### config.mk
export PLATFORM = sky130hd
export DESIGN_NAME = fp_cvt_seq_flat
export DESIGN_NICKNAME = d
export VERILOG_FILES = /design/src/rtl/fp_cvt_seq_if.sv /design/src/rtl/fp_cvt_seq.sv /design/src/flat_wrapper.sv
export SDC_FILE = /design/constraint.sdc
export NUM_CORES = 1
export LEC_CHECK = 0
export BUFFER_PORTS_ARGS = -buffer_cell sky130_fd_sc_hd__buf_4
export CORE_UTILIZATION = 55
export CTS_CLUSTER_DIAMETER = 60
export CTS_CLUSTER_SIZE = 10
export DETAILED_ROUTE_END_ITERATION = 7
export GPL_TIMING_DRIVEN = 0
export HOLD_SLACK_MARGIN = 0.06
export PLACE_DENSITY = 0.75
export SLEW_MARGIN = 10
export SYNTH_ARGS = -nofsm -noshare
export SYNTH_HDL_FRONTEND = slang
export SYNTH_SLANG_ARGS = --single-unit
### constraint.sdc
create_clock -name clock -period 6.3 [get_ports clock]
set_clock_uncertainty 0.1 [all_clocks]
set_input_delay 1.26 -clock clock [delete_from_list [all_inputs] [get_ports clock]]
set_output_delay 1.26 -clock clock [all_outputs]
set_load 0.03 [all_outputs]
### src/rtl/fp_cvt_seq_if.sv
// Request/response bundle for the sequential fcvt unit.
// The requester drives the operand and request fields; the converter
// drives back result, flags, ready and busy.
interface fp_cvt_seq_if;
    logic        enable;
    logic [31:0] data;
    logic [2:0]  rm;
    logic [1:0]  op;
    logic        i2f;
    logic        f2i;
    logic [31:0] result;
    logic [4:0]  flags;
    logic        ready;
    logic        busy;

    modport master (
        output enable, data, rm, op, i2f, f2i,
        input  result, flags, ready, busy
    );

    modport slave (
        input  enable, data, rm, op, i2f, f2i,
        output result, flags, ready, busy
    );
endinterface

### src/rtl/fp_cvt_seq.sv
// Sequential int32 <-> float32 converter.
// One shift per cycle in NORM, a single rounding step in ROUND, and a
// one-cycle DONE state that presents the ready pulse. Special operands
// (zero, NaN, infinities, out-of-range exponents) and invalid requests
// skip straight to DONE.
module fp_cvt_seq #(
    parameter int unsigned RCAP = 25
) (
    input  logic        clock,
    input  logic        reset,
    fp_cvt_seq_if.slave bus
);

    typedef enum logic [1:0] {
        IDLE,
        NORM,
        ROUND,
        DONE
    } state_t;

    localparam logic [7:0] RCAP_K = RCAP[7:0];

    state_t      state;
    logic [31:0] mag;
    logic        guard_q;
    logic        sticky_q;
    logic [7:0]  exp_q;
    logic [7:0]  cnt;
    logic        sign_q;
    logic        unsigned_q;
    logic        is_i2f;
    logic        shift_left;
    logic [2:0]  rm_q;
    logic [31:0] result_q;
    logic [4:0]  flags_q;
    logic        ready_q;
    logic        busy_q;

    // op[1] carries no meaning for this unit
    logic unused_op1;
    assign unused_op1 = bus.op[1];

    assign bus.result = result_q;
    assign bus.flags  = flags_q;
    assign bus.ready  = ready_q;
    assign bus.busy   = busy_q;

    // Request decode: classify the incoming operand and prepare the
    // initial shifter contents for either direction.
    logic [7:0]  d_exp;
    logic [22:0] d_frac;
    logic [7:0]  d_exp_eff;
    logic [23:0] d_sig;
    logic        d_zero;
    logic        d_nan;
    logic        d_ovr;
    logic [31:0] sat_pos;
    logic [31:0] sat_neg;
    logic        d_left;
    logic [7:0]  d_k;
    logic        i_neg;
    logic [31:0] i_mag;

    always_comb begin
        d_exp     = bus.data[30:23];
        d_frac    = bus.data[22:0];
        d_exp_eff = (d_exp == 8'd0) ? 8'd1 : d_exp;
        d_sig     = {d_exp != 8'd0, d_frac};
        d_zero    = (bus.data[30:0] == 31'd0);
        d_nan     = (d_exp == 8'hFF) && (d_frac != 23'd0);
        d_ovr     = (d_exp >= 8'd159);
        sat_pos   = bus.op[0] ? 32'hFFFF_FFFF : 32'h7FFF_FFFF;
        sat_neg   = bus.op[0] ? 32'h0000_0000 : 32'h8000_0000;
        d_left    = (d_exp_eff > 8'd150);
        if (d_left)
            d_k = d_exp_eff - 8'd150;
        else if ((8'd150 - d_exp_eff) > RCAP_K)
            d_k = RCAP_K;
        else
            d_k = 8'd150 - d_exp_eff;
        i_neg = bus.data[31] & ~bus.op[0];
        i_mag = i_neg ? (~bus.data + 32'd1) : bus.data;
    end

    // Rounding and range check on the aligned magnitude held in ROUND.
    // i2f takes guard/sticky from the low byte of the normalised value;
    // f2i takes them from the bits shifted out during alignment.
    logic        r_lsb;
    logic        r_g;
    logic        r_s;
    logic        r_inc;
    logic        r_nx;
    logic [23:0] r_frac;
    logic [7:0]  r_exp;
    logic [32:0] r_mag;
    logic [31:0] r_result;
    logic [4:0]  r_flags;

    always_comb begin
        if (is_i2f) begin
            r_lsb = mag[8];
            r_g   = mag[7];
            r_s   = |mag[6:0];
        end else begin
            r_lsb = mag[0];
            r_g   = guard_q;
            r_s   = sticky_q;
        end
        case (rm_q)
            3'b001:  r_inc = 1'b0;
            3'b010:  r_inc = sign_q & (r_g | r_s);
            3'b011:  r_inc = ~sign_q & (r_g | r_s);
            3'b100:  r_inc = r_g;
            default: r_inc = r_g & (r_s | r_lsb);
        endcase
        r_nx     = r_g | r_s;
        r_frac   = {1'b0, mag[30:8]} + {23'd0, r_inc};
        r_exp    = exp_q + {7'd0, r_frac[23]};
        r_mag    = {1'b0, mag} + {32'd0, r_inc};
        r_result = '0;
        r_flags  = '0;
        if (is_i2f) begin
            // a mantissa carry leaves r_frac[22:0] at zero already
            r_result = {sign_q, r_exp, r_frac[22:0]};
            r_flags  = {4'b0000, r_nx};
        end else if (!unsigned_q) begin
            if (!sign_q && (r_mag > 33'h0_7FFF_FFFF)) begin
                r_result = 32'h7FFF_FFFF;
                r_flags  = 5'b10000;
            end else if (sign_q && (r_mag > 33'h0_8000_0000)) begin
                r_result = 32'h8000_0000;
                r_flags  = 5'b10000;
            end else begin
                r_result = sign_q ? (~r_mag[31:0] + 32'd1) : r_mag[31:0];
                r_flags  = {4'b0000, r_nx};
            end
        end else begin
            if (sign_q && (r_mag != 33'd0)) begin
                r_result = 32'h0000_0000;
                r_flags  = 5'b10000;
            end else if (sign_q) begin
                r_result = 32'h0000_0000;
                r_flags  = {4'b0000, r_nx};
            end else if (r_mag[32]) begin
                r_result = 32'hFFFF_FFFF;
                r_flags  = 5'b10000;
            end else begin
                r_result = r_mag[31:0];
                r_flags  = {4'b0000, r_nx};
            end
        end
    end

    // Control FSM with the shifter datapath and registered outputs.
    always_ff @(posedge clock or posedge reset) begin
        if (reset) begin
            state      <= IDLE;
            mag        <= '0;
            guard_q    <= 1'b0;
            sticky_q   <= 1'b0;
            exp_q      <= '0;
            cnt        <= '0;
            sign_q     <= 1'b0;
            unsigned_q <= 1'b0;
            is_i2f     <= 1'b0;
            shift_left <= 1'b0;
            rm_q       <= '0;
            result_q   <= '0;
            flags_q    <= '0;
            ready_q    <= 1'b0;
            busy_q     <= 1'b0;
        end else begin
            case (state)
                IDLE: begin
                    ready_q <= 1'b0;
                    if (bus.enable) begin
                        rm_q       <= bus.rm;
                        unsigned_q <= bus.op[0];
                        is_i2f     <= bus.i2f;
                        guard_q    <= 1'b0;
                        sticky_q   <= 1'b0;
                        busy_q     <= 1'b1;
                        if (bus.i2f == bus.f2i) begin
                            state    <= DONE;
                            ready_q  <= 1'b1;
                            result_q <= '0;
                            flags_q  <= '0;
                        end else if (bus.i2f) begin
                            if (bus.data == 32'd0) begin
                                state    <= DONE;
                                ready_q  <= 1'b1;
                                result_q <= '0;
                                flags_q  <= '0;
                            end else begin
                                state  <= NORM;
                                mag    <= i_mag;
                                sign_q <= i_neg;
                                exp_q  <= 8'd158;
                            end
                        end else if (d_zero) begin
                            state    <= DONE;
                            ready_q  <= 1'b1;
                            result_q <= '0;
                            flags_q  <= '0;
                        end else if (d_nan) begin
                            state    <= DONE;
                            ready_q  <= 1'b1;
                            result_q <= sat_pos;
                            flags_q  <= 5'b10000;
                        end else if (d_ovr) begin
                            state    <= DONE;
                            ready_q  <= 1'b1;
                            result_q <= bus.data[31] ? sat_neg : sat_pos;
                            flags_q  <= 5'b10000;
                        end else begin
                            state      <= NORM;
                            mag        <= {8'd0, d_sig};
                            sign_q     <= bus.data[31];
                            cnt        <= d_k;
                            shift_left <= d_left;
                        end
                    end
                end
                NORM: begin
                    if (is_i2f) begin
                        if (mag[31]) begin
                            state <= ROUND;
                        end else begin
                            mag   <= {mag[30:0], 1'b0};
                            exp_q <= exp_q - 8'd1;
                        end
                    end else if (cnt == 8'd0) begin
                        state <= ROUND;
                    end else begin
                        cnt <= cnt - 8'd1;
                        if (shift_left) begin
                            mag <= {mag[30:0], 1'b0};
                        end else begin
                            mag      <= {1'b0, mag[31:1]};
                            guard_q  <= mag[0];
                            sticky_q <= sticky_q | guard_q;
                        end
                    end
                end
                ROUND: begin
                    state    <= DONE;
                    ready_q  <= 1'b1;
                    result_q <= r_result;
                    flags_q  <= r_flags;
                end
                default: begin
                    state   <= IDLE;
                    ready_q <= 1'b0;
                    busy_q  <= 1'b0;
                end
            endcase
        end
    end

endmodule

### src/flat_wrapper.sv
// flat-port wrapper written by rule: the top's interface ports become plain ports
module fp_cvt_seq_flat 
#(
    parameter int unsigned RCAP = 25
)
  (clock, reset, bus_enable, bus_data, bus_rm, bus_op, bus_i2f, bus_f2i, bus_result, bus_flags, bus_ready, bus_busy);
  fp_cvt_seq_if bus_i ();
  input  logic clock;
  input  logic reset;
  input wire logic [$bits(bus_i.enable)-1:0] bus_enable;
  input wire logic [$bits(bus_i.data)-1:0] bus_data;
  input wire logic [$bits(bus_i.rm)-1:0] bus_rm;
  input wire logic [$bits(bus_i.op)-1:0] bus_op;
  input wire logic [$bits(bus_i.i2f)-1:0] bus_i2f;
  input wire logic [$bits(bus_i.f2i)-1:0] bus_f2i;
  output wire logic [$bits(bus_i.result)-1:0] bus_result;
  output wire logic [$bits(bus_i.flags)-1:0] bus_flags;
  output wire logic [$bits(bus_i.ready)-1:0] bus_ready;
  output wire logic [$bits(bus_i.busy)-1:0] bus_busy;
  assign bus_i.enable = bus_enable;
  assign bus_i.data = bus_data;
  assign bus_i.rm = bus_rm;
  assign bus_i.op = bus_op;
  assign bus_i.i2f = bus_i2f;
  assign bus_i.f2i = bus_f2i;
  assign bus_result = bus_i.result;
  assign bus_flags = bus_i.flags;
  assign bus_ready = bus_i.ready;
  assign bus_busy = bus_i.busy;
  fp_cvt_seq #(.RCAP(RCAP)) u_core (.clock(clock), .reset(reset), .bus(bus_i));
endmodule
==> results.md <==
* Result of the run: complete, no violations
* Number of H-tree levels at 3
* Cell area reported after detailed placement at 9830 um^2
* PostCTS Resize Cnt at 1
* Number of antenna violations at the first check in global routing at 0
* Global router's overall resource usage at 38.7%
* Highest net fanout along the worst path at 10
* Share of layout cells above drive strength 1 at 12.0%
* Final critical-path share of the clock period at 93.7%
* Crit path max-delay family: simple AND/OR/NAND/NOR gates
* Number of enable-type register cells in the synthesized netlist at 0
* Crit path max-delay cell type: sky130_fd_sc_hd__a211oi_1
* Required time worst endpoint at 6.44 ns
* Die Footprint at 16800 um^2
* Launch instance of the worst register-to-register path: u_core.sign_q$_DFFE_PP0P_
* Max-capacitance violation count at 0
* Metal-1 WL at 13700 um
* RD Place Congestion at 0.991
* Adder-cell share of the synthesized area at under 10%
* Distinct cell type count after synthesis at 75
* Simple-gate area share of the yosys netlist at 26.0%
* Ys flop type: sky130_fd_sc_hd__dfrtp_1
* Ratio of routed vias to standard cells at 6.69
* Highest metal layer used by the detailed router: met4
* Effective utilization at floorplan at 56.5%
* Final ANT Viol Nets at 0
* Number of I/O port buffers at 73
* DRC violation count after routing at 0
* Combined buffer and inverter count along the critical path at 3
* Post-CTS Setup Repair Bufs at 0
* Slew Viols, Final at 0
* Worst-skew pair later-pin latency at 0.37 ns
* Design internal power at just under 0.001 W
* Residual overflow from global routing at 0
* Mean cell area of the mapped netlist at 7.61 um^2
* IO Pins at 81
* Achievable clock frequency at around 170 MHz
* Clock buffers created by TritonCTS at 9
* Endpoint arrival time on the critical path at 6.04 ns
* Final-stage net count at 1328
* TritonCTS clock tree: yes
* Path depth of the worst reg2reg path at 17
* First-pass GRT wire length at 49700 um
* Register share of total power at 47.1%
* Switching share of power at 25.2%
* Routed Wire Length at 32100 um
* Clock buffer depth at 2
* Clock power frac at around 44%
* Register cell area after layout at 2380 um^2
* Worst Max-Slew Pin Slew at around 0.94 ns
* Cell chain of the critical path: clkbuf_1, clkbuf_2, xnor2_1, nor3b_1, a21oi_1, nor2_1, ha_1, nand2_1, nor4_2, xor2_1, a211oi_1, and4bb_2, a31oi_1, buf_2, o21ai_0, nand3_1, a311oi_1
* Growth of design area from synthesis to finish at 13.0%
* Met3 routed wirelength at 2920 um
* Die extent in y at 130 um
* Combined area of the multi-input logic cells at 6000 um^2
* CORE AREA at 15900 um^2
* Antenna diode count at 0
* CTS clock-pin slew for the worst setup and hold paths at 0.07 ns
* Synthesized instance count at 1179
* Mux contribution to synthesized area at roughly 1.5%
* Worst setup path category: register to register
* Share of the yosys chip area belonging to registers at 26.5%
* Worst hold path type: register to register
* Non-filler instance count after layout at 1487
* Overall die width at 130 um
* Share of synthesized flip-flops with an asynchronous set or reset at 100%
* Total stage count of the critical path at 17
* Final hold violations at 0
* Post-placement cell count at 1471
* Filler cell count in the final layout at 1502
* Total iterations of the first detailed-routing run at 8
* Post-detailed-placement half-perimeter wirelength at 25000 um
* Power per cell area at 128 nW/um^2
* Worst setup path startpoint: u_core.sign_q$_DFFE_PP0P_
* Slack of the worst reg-to-reg path at 0.40 ns
* RSZ-0062 raised after global routing: false
* Xor-xnor portion of the synthesized cell area at 8.78%
* Complex-gate fraction of the synthesized area at between 20 and 30%
* Buffer type at the clock tree root: sky130_fd_sc_hd__clkbuf_16
* Drt wl/cell at 21.6 um
* Mapped Area at between 8000 and 9000 um^2
* Clock sink count at between 90 and 100
* Number of synthesized register bits at 95
* Final setup violation count at 0
* Count of hold buffers inserted by post-cts repair at 0
* Site Rows at 46
* Critical path's largest stage delay at 0.65 ns
* Post-route cell area at 10100 um^2
* Remaining max-slew budget at the tightest pin at between 30% and 40%
* Critical path capture point: u_core.bus.result[24]$_DFFE_PP0P_
* Detailed-routed wire length on met2 at approximately 14000 um
* Peak supply drop at 126 uV
* Power spent charging and discharging nets at 0.000326 W
* Pin count of the biggest net entering global routing at 64
* Total leakage power at 4.05 nW
* Combinational power share at 8.6%
* Reg-to-reg endpoint: u_core.bus.result[24]$_DFFE_PP0P_
* Number of global-route vias before repair at 8702
* Largest family of logic cells by synthesized area: compound AO/OA/AOI/OAI gates
* Starting DRC count in detailed routing at 976
* Synth warn at 0
* Critical Path Source Type: register
* Capturing element type of the critical path: register
* Min cycle time layout at 5.90 ns
* Count of vias placed by the detailed router at 9944
[worst min path at each step]
stage | from | endpoint | slack, ns | cells past startpoint
floorplan | u_core.cnt[6]$_DFFE_PP0P_ | u_core.cnt[6]$_DFFE_PP0P_ | 0.36 | 1
global placement | u_core.bus.ready$_DFFE_PP0N_ | u_core.bus.ready$_DFFE_PP0N_ | 0.37 | 2
detailed placement | u_core.bus.ready$_DFFE_PP0N_ | u_core.bus.ready$_DFFE_PP0N_ | 0.38 | 2
CTS | u_core.bus.ready$_DFFE_PP0N_ | u_core.bus.ready$_DFFE_PP0N_ | 0.40 | 2
global route | u_core.cnt[6]$_DFFE_PP0P_ | u_core.cnt[6]$_DFFE_PP0P_ | 0.42 | 1
finish | u_core.bus.ready$_DFFE_PP0N_ | u_core.bus.ready$_DFFE_PP0N_ | 0.40 | 2
[worst min-delay path, delay by kind of cell, from the launching register on]
kind	cells	cell delay, ns
AOI/OAI and AO/OA	1	0.06
and+or+nand+nor	1	0.05
DFF	1	0.35
[stage by stage]
stage	setup WS, ns	total power (W)	util [%]	hold WS [ns]	setup TNS [ns]
floorplan	1.70	0.000687	-	0.358	0
global placement	-0.144	0.000728	61.7	0.369	-0.144
detailed placement	-0.00360	0.000731	61.9	0.379	-0.00360
CTS	0.0615	0.00130	63.8	0.396	0
global route	0.0168	0.00133	63.8	0.421	0
finish	0.398	0.00129	63.8	0.396	0
[logic make-up (layout without fill, tap and decap cells)]
group / Yosys count / after routing
simple gates: 447 / 447
compound gates: 369 / 369
buf+inv: 144 / 234
flops: 95 / 95
xor+xnor: 90 / 90
fa+ha+maj: 20 / 20
mux: 13 / 13
other cells: 1 / 3
[sequential cells by signal, indices dropped and copies added, names as in the netlist]
register and flops:
u_core.state 2, u_core.sticky_q 1, u_core.sign_q 1, u_core.guard_q 1, u_core.bus.busy 1, u_core.mag 32, u_core.cnt 8, u_core.bus.ready 1
u_core.rm_q 3, u_core.is_i2f 1, u_core.unsigned_q 1, u_core.shift_left 1, u_core.bus.flags 2, u_core.exp_q 8, u_core.bus.result 32
[cells in the final DEF, fill, tap and decap left out, types with 20 or more instances in the layout]
master and count:
sky130_fd_sc_hd__o31ai_1 25, sky130_fd_sc_hd__or4_1 22, sky130_fd_sc_hd__dfrtp_1 95, sky130_fd_sc_hd__a21oi_1 71
sky130_fd_sc_hd__clkbuf_1 79, sky130_fd_sc_hd__nor2_1 79, sky130_fd_sc_hd__nor3_1 35, sky130_fd_sc_hd__nand2_1 123
sky130_fd_sc_hd__o21ai_0 85, sky130_fd_sc_hd__a222oi_1 27, sky130_fd_sc_hd__ha_1 20, sky130_fd_sc_hd__nand3_1 40
sky130_fd_sc_hd__a31oi_1 36, sky130_fd_sc_hd__nor4_1 24, sky130_fd_sc_hd__nand4_1 26, sky130_fd_sc_hd__o22ai_1 31
sky130_fd_sc_hd__xor2_1 32, sky130_fd_sc_hd__buf_4 80, sky130_fd_sc_hd__xnor2_1 58, sky130_fd_sc_hd__inv_1 34
[synthesized netlist by cell type, drive strengths merged, types with 3 or more instances]
master | n | area, um^2
or4 | 25 | 199
o21ai | 88 | 440
o21a | 7 | 52.6
nand3 | 40 | 200
o32ai | 3 | 26.3
ha | 20 | 250
o211ai | 14 | 105
a311oi | 6 | 52.6
o31a | 3 | 26.3
nor2b | 4 | 25.0
nand2 | 123 | 462
a21o | 9 | 67.6
nand2b | 5 | 31.3
a221oi | 6 | 52.6
a222oi | 27 | 270
inv | 35 | 131
o31ai | 25 | 188
nand3b | 7 | 52.6
nor3 | 35 | 175
nor2 | 80 | 303
nand4b | 4 | 35.0
nor4 | 26 | 163
xnor2 | 58 | 508
and2 | 13 | 81.3
a211oi | 5 | 50.1
mux2i | 6 | 60.1
nand4 | 27 | 184
a21oi | 71 | 355
or3 | 14 | 87.6
or2 | 14 | 87.6
a22o | 6 | 52.6
a31oi | 36 | 225
a22oi | 4 | 30.0
o22ai | 31 | 194
clkbuf | 79 | 297
buf | 29 | 181
mux2 | 7 | 78.8
and4 | 8 | 70.1
dfrtp | 95 | 2380
and3 | 10 | 62.6
nor4b | 3 | 26.3
o41ai | 9 | 93.8
xor2 | 32 | 280
[area by class of cell]
cell class,count,area share (%)
Multi-Input combinational cell,942,59.2
Sequential cell,95,23.4
Timing Repair Buffer,74,5.68
Buffer,108,4.74
Tap cell,216,2.67
Clock buffer,11,2.29
Inverter,36,1.36
Clock inverter,5,0.629
[routing by layer]
layer,GRT usage (%),vias to the layer above
li1,-,4594
met1,53.7,4662
met2,60.4,615
met3,5.25,73
met4,16.3,0
met5,0,-
[power groups by stage]
| stage | Sequential [W] | Combinational [W] | Clock (W) |
|---|---|---|---|
| final | 0.000609 | 0.000111 | 0.000573 |
| after global routing | 0.000609 | 0.000123 | 0.000595 |
| after CTS | 0.000609 | 0.000111 | 0.000575 |
| after detailed placement | 0.000621 | 0.000110 | 0 |
| after global placement | 0.000621 | 0.000106 | 0 |
| after floorplan | 0.000621 | 0.0000653 | 0 |
(Power assumes the default switching activity.)
